`config.mk`:
```
export PLATFORM = sky130hd
export DESIGN_NAME = playback_reader
export DESIGN_NICKNAME = d
export VERILOG_FILES = /design/src/rtl/playback_reader.sv
export SDC_FILE = /design/constraint.sdc
export NUM_CORES = 1
export LEC_CHECK = 0
export CORE_MARGIN = 3
export CORE_UTILIZATION = 50
export CTS_CLUSTER_DIAMETER = 150
export DETAILED_ROUTE_END_ITERATION = 8
export PLACE_DENSITY = 0.8
export SLEW_MARGIN = 15
export SYNTH_ARGS = -nofsm -noshare
export SYNTH_HDL_FRONTEND = slang
export SYNTH_SLANG_ARGS = --single-unit
```
`constraint.sdc`:
```
create_clock -name clk -period 3.6 [get_ports clk]
set_input_delay 0.36 -clock clk [delete_from_list [all_inputs] [get_ports clk]]
set_output_delay 0.36 -clock clk [all_outputs]
set_load 0.01 [all_outputs]
```
`src/rtl/playback_reader.sv`:
```
// playback_reader: streams a contiguous block of sample memory to a downstream
// consumer. The block starts at word 0 and ends at end_addr. One word is
// fetched for each sample_tick and presented on a valid/ready handshake.
//
// Memory interface: a synchronous single-port RAM. Read data appears on
// mem_dataout one cycle after mem_addr is presented. This block never
// writes, so mem_write is tied low.
//
// Optional feature: define PLAYBACK_LOOP_EN to add a `loop` input. When loop
// is high and the last word is accepted, playback restarts at address 0
// instead of finishing.
//
// Sample timing: a tick seen in ARM moves the FSM to ISSUE, then CAPTURE,
// then HOLD. sample_valid rises three cycles after the tick cycle.

module playback_reader #(
  parameter int ADDR_W = 16,  // sample memory address width
  parameter int DATA_W = 16   // sample word width
) (
  input  logic              clk,
  input  logic              reset_n,
  input  logic              start,
  input  logic              stop,
  input  logic [ADDR_W-1:0] end_addr,
  input  logic              sample_tick,
`ifdef PLAYBACK_LOOP_EN
  input  logic              loop,
`endif
  output logic [ADDR_W-1:0] mem_addr,
  output logic              mem_write,
  input  logic [DATA_W-1:0] mem_dataout,
  output logic [DATA_W-1:0] sample,
  output logic              sample_valid,
  input  logic              sample_ready,
  output logic              busy,
  output logic              done,
  output logic              underrun
);

  typedef enum logic [2:0] {
    ST_IDLE    = 3'd0,  // waiting for start
    ST_ARM     = 3'd1,  // waiting for the next sample tick
    ST_ISSUE   = 3'd2,  // address presented, RAM read in flight
    ST_CAPTURE = 3'd3,  // read data on mem_dataout, latch it
    ST_HOLD    = 3'd4   // sample offered downstream, waiting for ready
  } state_t;

  state_t            r_state;
  state_t            w_state_next;

  logic [ADDR_W-1:0] r_addr;        // current word address
  logic [ADDR_W-1:0] r_end;         // last address, frozen for the whole run
  logic [DATA_W-1:0] r_sample;
  logic              r_valid;
  logic              r_done;
  logic              r_underrun;

  // Decoded one-cycle actions from the next-state logic.
  logic              w_start_ok;    // accepted start in IDLE
  logic              w_abort;       // stop in a busy state
  logic              w_capture;     // latch read data into the sample register
  logic              w_accept;      // handshake completes in HOLD
  logic              w_tick_drop;   // tick arrived while a fetch is outstanding
  logic              w_last;        // current address is the final one
  logic              w_loop;        // restart at 0 instead of finishing

`ifdef PLAYBACK_LOOP_EN
  assign w_loop = loop;
`else
  assign w_loop = 1'b0;
`endif

  assign w_last = (r_addr == r_end);

  // State register.
  always_ff @(posedge clk or negedge reset_n) begin
    // NOTE: sequential state is always assigned with <=. Every flop then
    // samples pre-edge values, so the order of statements cannot matter.
    if (!reset_n) begin
      r_state <= ST_IDLE;
    end else begin
      r_state <= w_state_next;
    end
  end

  // Next-state and action decode. Stop overrides everything in busy states.
  always_comb begin
    // NOTE: every signal driven here gets a default first. A path that leaves
    // one unassigned would infer a latch.
    w_state_next = r_state;
    w_start_ok   = 1'b0;
    w_abort      = 1'b0;
    w_capture    = 1'b0;
    w_accept     = 1'b0;
    w_tick_drop  = 1'b0;

    case (r_state)
      ST_IDLE: begin
        // start and stop in the same cycle: stop wins, stay idle
        if (start && !stop) begin
          w_start_ok   = 1'b1;
          w_state_next = ST_ARM;
        end
      end

      ST_ARM: begin
        if (stop) begin
          w_abort      = 1'b1;
          w_state_next = ST_IDLE;
        end else if (sample_tick) begin
          w_state_next = ST_ISSUE;
        end
      end

      ST_ISSUE: begin
        w_tick_drop = sample_tick;
        if (stop) begin
          w_abort      = 1'b1;
          w_state_next = ST_IDLE;
        end else begin
          w_state_next = ST_CAPTURE;
        end
      end

      ST_CAPTURE: begin
        w_tick_drop = sample_tick;
        if (stop) begin
          w_abort      = 1'b1;
          w_state_next = ST_IDLE;
        end else begin
          w_capture    = 1'b1;
          w_state_next = ST_HOLD;
        end
      end

      ST_HOLD: begin
        w_tick_drop = sample_tick;
        if (stop) begin
          w_abort      = 1'b1;
          w_state_next = ST_IDLE;
        end else if (sample_ready) begin
          w_accept     = 1'b1;
          w_state_next = (w_last && !w_loop) ? ST_IDLE : ST_ARM;
        end
      end

      default: begin
        w_state_next = ST_IDLE;
      end
    endcase
  end

  // Datapath: address counter, end capture, sample register and status flags.
  always_ff @(posedge clk or negedge reset_n) begin
    if (!reset_n) begin
      r_addr     <= '0;
      r_end      <= '0;
      r_sample   <= '0;
      r_valid    <= 1'b0;
      r_done     <= 1'b0;
      r_underrun <= 1'b0;
    end else begin
      // done fires only on a natural finish. An abort or a loop-back
      // never produces it.
      r_done <= w_accept && w_last && !w_loop;

      if (w_start_ok) begin
        r_end      <= end_addr;
        r_underrun <= 1'b0;
      end else if (w_tick_drop) begin
        r_underrun <= 1'b1;
      end

      if (w_start_ok || w_abort) begin
        r_addr  <= '0;
        r_valid <= 1'b0;
      end else if (w_capture) begin
        r_sample <= mem_dataout;
        r_valid  <= 1'b1;
      end else if (w_accept) begin
        r_valid <= 1'b0;
        // Compare before incrementing, so the all-ones end never wraps.
        r_addr  <= w_last ? '0 : r_addr + 1'b1;
      end
    end
  end

  assign mem_addr     = r_addr;
  assign mem_write    = 1'b0;
  assign sample       = r_sample;
  assign sample_valid = r_valid;
  assign busy         = (r_state != ST_IDLE);
  assign done         = r_done;
  assign underrun     = r_underrun;

endmodule

```
==> results of run 1 <==
per-layer routing:
metal / up-vias / global-route usage, %
met2: 45 / 32.53
met4: 0 / 6.643
met5: - / 0
li1: 918 / -
met1: 950 / 25.81
met3: 8 / 3.784
worst max path at each step:
stage                               endpoint  depth (start not counted)                    from  slack [ns]
detailed placement  mem_addr[10]$_DFFE_PN0P_                          6                    stop        0.77
CTS                 mem_addr[10]$_DFFE_PN0P_                          6                    stop        1.10
global route        mem_addr[10]$_DFFE_PN0P_                          6                    stop        0.86
finish              mem_addr[10]$_DFFE_PN0P_                          6                    stop        1.04
global placement    mem_addr[10]$_DFFE_PN0P_                          6                    stop        0.81
floorplan              r_end[10]$_DFFE_PN0P_                          5  r_state[1]$_DFFE_PN0P_        1.79
cells by family after synthesis:
family / after synthesis / share of synthesized area (%)
mux: 34 / 14.59
buf+inv: 13 / 2.919
simple gates: 62 / 13.45
fa+ha+maj: 1 / 0.4784
flops: 54 / 51.67
other cells: 1 / 0.1434
compound gates: 26 / 7.369
xor+xnor: 28 / 9.378
power breakdown:
group / switching, mW / total, mW / internal (mW)
registers: 0.132 / 0.920 / 0.788
logic: 0.279 / 0.713 / 0.434
clock network: 0.182 / 0.316 / 0.134
total: 0.593 / 1.95 / 1.36
layout make-up:
| class | instances | area [um^2] |
|---|---|---|
| fillers | 411 | 1425 |
| flip-flops and latches | 54 | 1351 |
| multi-input cells | 152 | 1187 |
| repair buffers | 77 | 755.7 |
| well taps | 67 | 83.83 |
| clock buffers | 7 | 76.32 |
worst max-delay path: stages:
cell,delay (ns)
clkdlybuf4s50_1,0.60
or3b_1,0.44
a21oi_2,0.49
nor2_2,0.20
a21oi_2,0.50
nor3_1,0.13
metrics by stage:
step | std cells | worst slack [ns] | hold slack [ns] | utilization, % | power [mW]
3_5_place_dp | 350 | 0.7737 | 0.4350 | 69.23 | 1.654
2_1_floorplan | 219 | 1.787 | 0.06441 | - | 1.288
3_3_place_gp | 350 | 0.8084 | 0.4223 | 69.23 | 1.632
4_1_cts | 357 | 1.098 | 0.09557 | 70.79 | 1.977
6_report | 357 | 1.036 | 0.07287 | 70.79 | 1.950
5_1_grt | 357 | 0.8560 | 0.1155 | 70.79 | 2.077
cells in the final DEF, fill, tap and decap left out, types with 2 or more instances in the layout:
master / synthesis / final
a21oi_1: 3 / 3
a21oi_2: 2 / 2
and2_1: 2 / 2
and3_1: 5 / 5
buf_4: 2 / 4
clkbuf_1: 5 / 2
clkbuf_8: 0 / 5
clkdlybuf4s50_1: 0 / 72
dfrtp_1: 54 / 54
mux2_2: 33 / 33
nand2_1: 6 / 6
nand2b_1: 3 / 3
nand3_1: 3 / 3
nand4_1: 3 / 3
nor2_1: 20 / 20
nor3_1: 2 / 2
nor3_2: 2 / 2
nor4_1: 5 / 5
o2111ai_1: 6 / 6
o211ai_1: 5 / 5
o21ai_0: 4 / 4
or3b_1: 2 / 2
xor2_1: 28 / 28
state kept, by name, indices dropped and copies added (netlist names):
signal        flops
mem_addr         16
underrun          1
sample_valid      1
sample           16
r_end            16
r_state           3
done              1
==> flow_summary.toml, run 1 <==
[drt]
topRoutingLayerUsed = "met4"
route.met2.wl_um = 2834
viasPerCell = 5.381
dr_wl_met3_um = 179
drc_errors = 0
met1_length_um = 2561
wl_um = 5677
dr.pass1.iters = 4
ant_nets = 0
wire_per_inst_um = 15.90
num_vias = 1921
drt-initial-drc-count = 114

[grt]
antenna_found_initial = 0
grt_start_max_net_pins = 31
grt_pass1_wl_um = 9418
track_usage_pct = 19.59
overflow = 0
first_global_vias = 1897

[cells_and_area]
layout-drive-gt1-share_pct = 17.93
areaGrowthSynthToFinish_pct = 32.11
nets = 329
diodes = 0
design_area_um2 = 3455

[die]
die-area_um2 = 6134
initial_core_util_pct = 53.59
die_h_um = 78.32
io_pins = 75
coreArea_um2 = 4880
fp.dieW_um = 78.32
row_count = 25

[setup_path]
r2r_slack_ns = 1.11
worstPathMaxFanout = 13
rr_startpoint = "mem_addr[3]$_DFFE_PN0P_"
worstReg2RegEnd = "mem_addr[10]$_DFFE_PN0P_"
r2r_cells = 5
worst_setup_path_end_kind = "flop"
critPathLaunchType = "input port"
critPathArrivalTime_ns = 2.73
worstPathRequired_ns = 3.76
path_class = "in -> reg"

[placed_design]
place_area_um2 = 3378
dp_hpwl_um = 4203
port_buffers = 73
routabilityCongestion = 0.8157

[yosys]
synth_area_leaders = "dfrtp_1 52%, mux2_2 14%, xor2_1 9.4%"
yosys.cell_types.count = 41
synth_nets = 258
synth_top_area_share_pct = 51.67
synth_seq_cells = 54
synth.most_common_cell = "dfrtp_1"
synth_edf_count = 0
synth_seq_area_share_pct = 51.67
synth_flop_cell = "dfrtp_1"
avgSynthCellArea_um2 = 11.94
async_flop_share_pct = 100.0
yosysWarnings = 0
syn_area_um2 = 2615
syn-instance-count = 219
synth_common_cells = "54 x dfrtp_1, 33 x mux2_2, 28 x xor2_1"
synth_top_cell_by_area = "dfrtp_1"

[clocking]
insertion_delay_ns = 0.30
cts.sinks = 54
cts-buffers-inserted = 5
cts_tree = "done"
clockBufferDepth = 2
clk_transition_reported_paths_ns = 0.09
h-tree-depth = 2
cts_root_buf = "clkbuf_8"
post_cts_resized = 0
ctsHoldBuffers = 0
post_cts_buffers = 0

[power]
peakVddDrop_uv = 481.6
power_leakage_nw = 1.496
power_density_nw_per_um2 = 564.5

[timing]
fin_crit_sh_pct = 71.22
fmax_ghz = 0.3900
tightestPinTransition_ns = 0.7233
rsz0062_at_grt = "no"
drv_slew = 0
setup-tns-final_ns = 0
finalHoldViolCount = 0
maxSlewHeadroom_pct = 51.52
period_needed_ns = 2.564
finClkSkew_ns = 0.008091
final-setup-viol-count = 0

[status]
status = "finished, final reports clean"

[flow_run]
drv_cap = 0

[min_path]
hold_class = "in -> async"
Power figures use the tool's default switching activity.
==> run 2: changes to the inputs <==
--- a/config.mk
+++ b/config.mk
@@ -6,10 +6,10 @@
 export NUM_CORES = 1
 export LEC_CHECK = 0
 export CORE_MARGIN = 3
-export CORE_UTILIZATION = 50
+export CORE_UTILIZATION = 43
 export CTS_CLUSTER_DIAMETER = 150
 export DETAILED_ROUTE_END_ITERATION = 8
-export PLACE_DENSITY = 0.8
+export PLACE_DENSITY = 0.73
 export SLEW_MARGIN = 15
 export SYNTH_ARGS = -nofsm -noshare
 export SYNTH_HDL_FRONTEND = slang
==> constraint.sdc (replaced) <==
create_clock -name clk -period 2.2 [get_ports clk]
set_input_delay 0.22 -clock clk [delete_from_list [all_inputs] [get_ports clk]]
set_output_delay 0.22 -clock clk [all_outputs]
set_load 0.01 [all_outputs]
==> run 2 against run 1 <==
Combinational power grew 68%. Sequential power grew 64%. Global-route usage shrank 2.3 points. Core utilization shrank 8.2 points. Register-to-register slack lost 0.85 ns. Cell area grew 3.4%. Largest cell class unchanged. Sequential cell count is the same. Die area grew 15%. Cell count grew 4.2%. Clock-buffer cell count is the same. Largest power group unchanged. Sequential share of layout area shrank 1.3 points.
==> flow_summary.toml, run 2 (same netlist as run 1, synthesis figures left out) <==
[setup_path]
worst_setup_path_end_kind = "output port"
critPathLaunchType = "flop"
cpPeakStageDelay_ns = 0.51
r2r_cells = 6
path_class = "reg -> out"
worstPathRequired_ns = 1.98
worst_path_max_delay_cell = "dfrtp_1"
worstPathMaxFanout = 12
critPathArrivalTime_ns = 1.72
crit_chain = "or3_1 > clkdlybuf4s50_1"

[cells_and_area]
diodes = 0
multi_input_area_um2 = 1187
most-common-layout-cells = "72 x clkdlybuf4s50_1, 54 x dfrtp_1, 33 x mux2_2"
ff_latch_area_um2 = 1351
nets = 338
final_util_pct = 62.59
layout-drive-gt1-share_pct = 20.33
layout_commonest_cell = "clkdlybuf4s50_1"
design_area_um2 = 3573
areaGrowthSynthToFinish_pct = 36.65
filler_cell_count = 484

[min_path]
hold_class = "in -> async"

[timing]
final-setup-viol-count = 0
fin_crit_sh_pct = 87.96
fmax_ghz = 0.5168
drv_slew = 0
finalHoldViolCount = 0
rsz0062_at_grt = "no"
fin_ws_ns = 0.2649
finClkSkew_ns = 0.004616
setup-tns-final_ns = 0
period_needed_ns = 1.935

[drt]
ant_nets = 0
wl_um = 5837
wire_per_inst_um = 15.69
drt-initial-drc-count = 81
viasPerCell = 5.272
drc_errors = 0
num_vias = 1961
dr.pass1.iters = 4

[placed_design]
place_area_um2 = 3457
routabilityCongestion = 0.7996
port_buffers = 73
dp_hpwl_um = 4392
dp_slack_ns = 0.1837

[flow_run]
drv_cap = 0

[clocking]
cts-buffers-inserted = 5
clk_transition_reported_paths_ns = 0.09
h-tree-depth = 2
insertion_delay_ns = 0.30
cts.sinks = 54
post_cts_resized = 0
clockBufferDepth = 2
cts_tree = "done"
cts_root_buf = "clkbuf_8"

[die]
die_h_um = 83.99
io_pins = 75
coreArea_um2 = 5709
die-area_um2 = 7053
initial_core_util_pct = 45.80
fp.dieW_um = 83.99
row_count = 27

[power]
power_density_nw_per_um2 = 939.9
power.total_mw = 3.359
peakVddDrop_uv = 552.8
power_leakage_nw = 1.560

[grt]
overflow = 0
first_global_vias = 2001
antenna_found_initial = 0
grt_pass1_wl_um = 9977
track_usage_pct = 17.34
grt_start_max_net_pins = 55

[status]
status = "finished, final reports clean"
[run 2: cell count changes in the layout (fill, tap and decap cells not counted)]
cell           previous run  this run
buf_4                     4        11
buf_12                    0         1
bufinv_16                 0         1
dlygate4sd3_1             0         1
[run 2: path summary, 6_finish.rpt]
kind                                          start                       end  slack (ns)
max reg2reg                mem_addr[12]$_DFFE_PN0P_  mem_addr[10]$_DFFE_PN0P_        0.26
max                          r_state[2]$_DFFE_PN0P_                      busy        0.26
min reg2reg                sample_valid$_DFFE_PN0P_  sample_valid$_DFFE_PN0P_        0.50
min in group clk           sample_valid$_DFFE_PN0P_  sample_valid$_DFFE_PN0P_        0.50
max in group asynchronous                   reset_n  mem_addr[11]$_DFFE_PN0P_        1.50
min                                         reset_n     sample[8]$_DFFE_PN0P_        0.45
[run 2: routing by layer]
| metal | track usage, % | vias up | part of all wire, % |
|---|---|---|---|
| met5 | 0 | - | 0 |
| met4 | 4.971 | 0 | 1.3 |
| met3 | 2.764 | 6 | 3.4 |
| met2 | 28.92 | 49 | 50 |
| met1 | 23.30 | 976 | 45 |
| li1 | - | 930 | - |
[run 2: critical path: cells and delay by family (launching register included)]
| kind | cells | cell delay (ns) |
|---|---|---|
| flops | 1 | 0.51 |
| buf+inv | 1 | 0.49 |
| simple gates | 1 | 0.41 |
[run 2: layout make-up]
type / count / share of cell area [%]
Timing Repair Buffer: 86 / 23.46
Tap cell: 72 / 2.521
Multi-Input combinational cell: 152 / 33.23
Clock buffer: 7 / 2.136
Sequential cell: 54 / 37.82
Clock inverter: 1 / 0.8403
[run 2: power by group]
part,internal (mW),leakage [nW],switching (mW)
registers,1.29,0.680,0.218
clock network,0.341,0.0524,0.307
logic,0.728,0.827,0.474
total,2.36,1.56,0.999
[run 2: stage by stage]
step | cells | hold slack, ns
final | 372 | 0.4486
after detailed placement | 363 | 0.2411
after global routing | 372 | 0.4695
after CTS | 372 | 0.4590
after floorplan | 219 | -0.07559
after global placement | 363 | 0.2401
[run 2: what timing repair did]
item	CTS	global route
hold endpoints to repair	54	0
hold buffers	1	0
setup buffers	0	0
==> run 3: changes to the inputs <==
--- a/config.mk
+++ b/config.mk
@@ -6,10 +6,12 @@
 export NUM_CORES = 1
 export LEC_CHECK = 0
 export CORE_MARGIN = 3
-export CORE_UTILIZATION = 43
+export CORE_UTILIZATION = 44
+export CTS_BUF_LIST = sky130_fd_sc_hd__clkbuf_2
 export CTS_CLUSTER_DIAMETER = 150
 export DETAILED_ROUTE_END_ITERATION = 8
-export PLACE_DENSITY = 0.73
+export PLACE_DENSITY = 0.75
+export SKIP_CTS_REPAIR_TIMING = 1
 export SLEW_MARGIN = 15
 export SYNTH_ARGS = -nofsm -noshare
 export SYNTH_HDL_FRONTEND = slang
==> run 3 against run 2 <==
Cell count is 0.54% higher. Clock skew is 0.016 ns higher. Die area is 2.1% lower. Cell area is 0.39% lower. Register-to-register slack better by 0.12 ns. Worst hold slack worse by 0.20 ns.
==> flow_summary.toml, run 3 (same netlist as run 1, synthesis figures left out) <==
[cells_and_area]
areaGrowthSynthToFinish_pct = 36.12
layout_commonest_cell = "clkdlybuf4s50_1"
diodes = 0
nets = 340
most-common-layout-cells = "72 x clkdlybuf4s50_1, 53 x dfrtp_1, 33 x mux2_2"
design_area_um2 = 3560
layout-drive-gt1-share_pct = 21.52

[timing]
fin_crit_sh_pct = 93.27
fmax_ghz = 0.4873
tightestPinTransition_ns = 0.5307
fin_ws_ns = 0.1481
drv_slew = 0
rsz0062_at_grt = "no"
period_needed_ns = 2.052
maxSlewHeadroom_pct = 64.62
finalHoldViolCount = 0
finClkSkew_ns = 0.02077
setup-tns-final_ns = 0
final-setup-viol-count = 0

[placed_design]
place_area_um2 = 3460
dp_slack_ns = 0.2073
port_buffers = 73
dp_hpwl_um = 4451
routabilityCongestion = 0.8464

[drt]
wl_um = 5740
viasPerCell = 5.246
ant_nets = 0
dr.pass1.iters = 5
wire_per_inst_um = 15.35
num_vias = 1962
drt-initial-drc-count = 108
drc_errors = 0

[setup_path]
critPathLaunchType = "flop"
crit_chain = "or3_1 > clkdlybuf4s50_1"
worstPathMaxFanout = 12
worst_path_max_delay_cell = "dfrtp_2"
worstPathRequired_ns = 1.98
cpPeakStageDelay_ns = 0.54
path_class = "reg -> out"
worst_setup_path_end_kind = "output port"
critPathArrivalTime_ns = 1.83

[clocking]
clk_transition_reported_paths_ns = 0.27
insertion_delay_ns = 0.43
clockBufferDepth = 2
cts-buffers-inserted = 5
cts_tree = "done"
cts_root_buf = "clkbuf_2"
cts.sinks = 54
h-tree-depth = 2

[min_path]
hold_class = "in -> async"

[die]
initial_core_util_pct = 46.35
coreArea_um2 = 5642
row_count = 27
io_pins = 75
fp.dieW_um = 83.09
die-area_um2 = 6904
die_h_um = 83.09

[power]
power_leakage_nw = 1.560
peakVddDrop_uv = 592.6
power_density_nw_per_um2 = 932.6

[grt]
grt_pass1_wl_um = 9798
grt_start_max_net_pins = 24
track_usage_pct = 17.36
antenna_found_initial = 0
first_global_vias = 1945
overflow = 0

[status]
status = "finished, final reports clean"

[flow_run]
drv_cap = 0
==> run 3: metal layers <==
layer / part of all wire (%) / wire length, um / track usage (%)
met1: 45 / 2561 / 23.25
met2: 50 / 2878 / 29.52
met3: 4.4 / 255 / 3.175
met4: 0.77 / 44 / 3.566
met5: 0 / 0 / 0
==> run 3: power breakdown <==
| group | leakage [nW] | total, mW | internal (mW) | switching, mW |
|---|---|---|---|---|
| Combinational | 0.831 | 1.21 | 0.735 | 0.471 |
| Sequential | 0.679 | 1.51 | 1.29 | 0.220 |
| Clock | 0.0506 | 0.606 | 0.302 | 0.304 |
| Total | 1.56 | 3.32 | 2.32 | 0.995 |
==> run 3: worst max-delay path, delay by kind of cell (launching register included) <==
kind	cells	cell delay, ns
DFF	1	0.54
and+or+nand+nor	1	0.38
buffers and inverters	1	0.49
==> run 3: per-stage QoR <==
stage	power, mW	util (%)	hold WS (ns)	instances
floorplan	2.108	-	-0.07559	219
detailed placement	2.754	61.32	0.2312	365
finish	3.320	63.10	0.2524	374
CTS	3.363	62.90	-0.2871	373
global route	3.523	63.10	0.2573	374
global placement	2.705	61.32	0.2259	365
==> run 3: final timing paths <==
| check | startpoint | to | slack (ns) | cells after the start |
|---|---|---|---|---|
| min in group clk | end_addr[7] | r_end[7]$_DFFE_PN0P_ | 0.37 | 2 |
| worst max register to register | r_state[1]$_DFFE_PN0P_ | r_end[1]$_DFFE_PN0P_ | 0.38 | 4 |
| max in group asynchronous | reset_n | r_state[2]$_DFFE_PN0P_ | 1.31 | 3 |
| worst min-delay path | reset_n | r_end[11]$_DFFE_PN0P_ | 0.25 | 2 |
| worst max-delay path | r_state[2]$_DFFE_PN0P_ | busy | 0.15 | 2 |
| worst min register to register | sample_valid$_DFFE_PN0P_ | sample_valid$_DFFE_PN0P_ | 0.51 | 1 |
==> run 3: cell type report <==
type                            instances  area (um^2)
Timing Repair Buffer                   88        840.8
Tap cell                               72        90.09
Multi-Input combinational cell        152         1187
Clock buffer                            5        25.02
Fill cell                             451         2082
Sequential cell                        54         1353
Clock inverter                          3        63.81
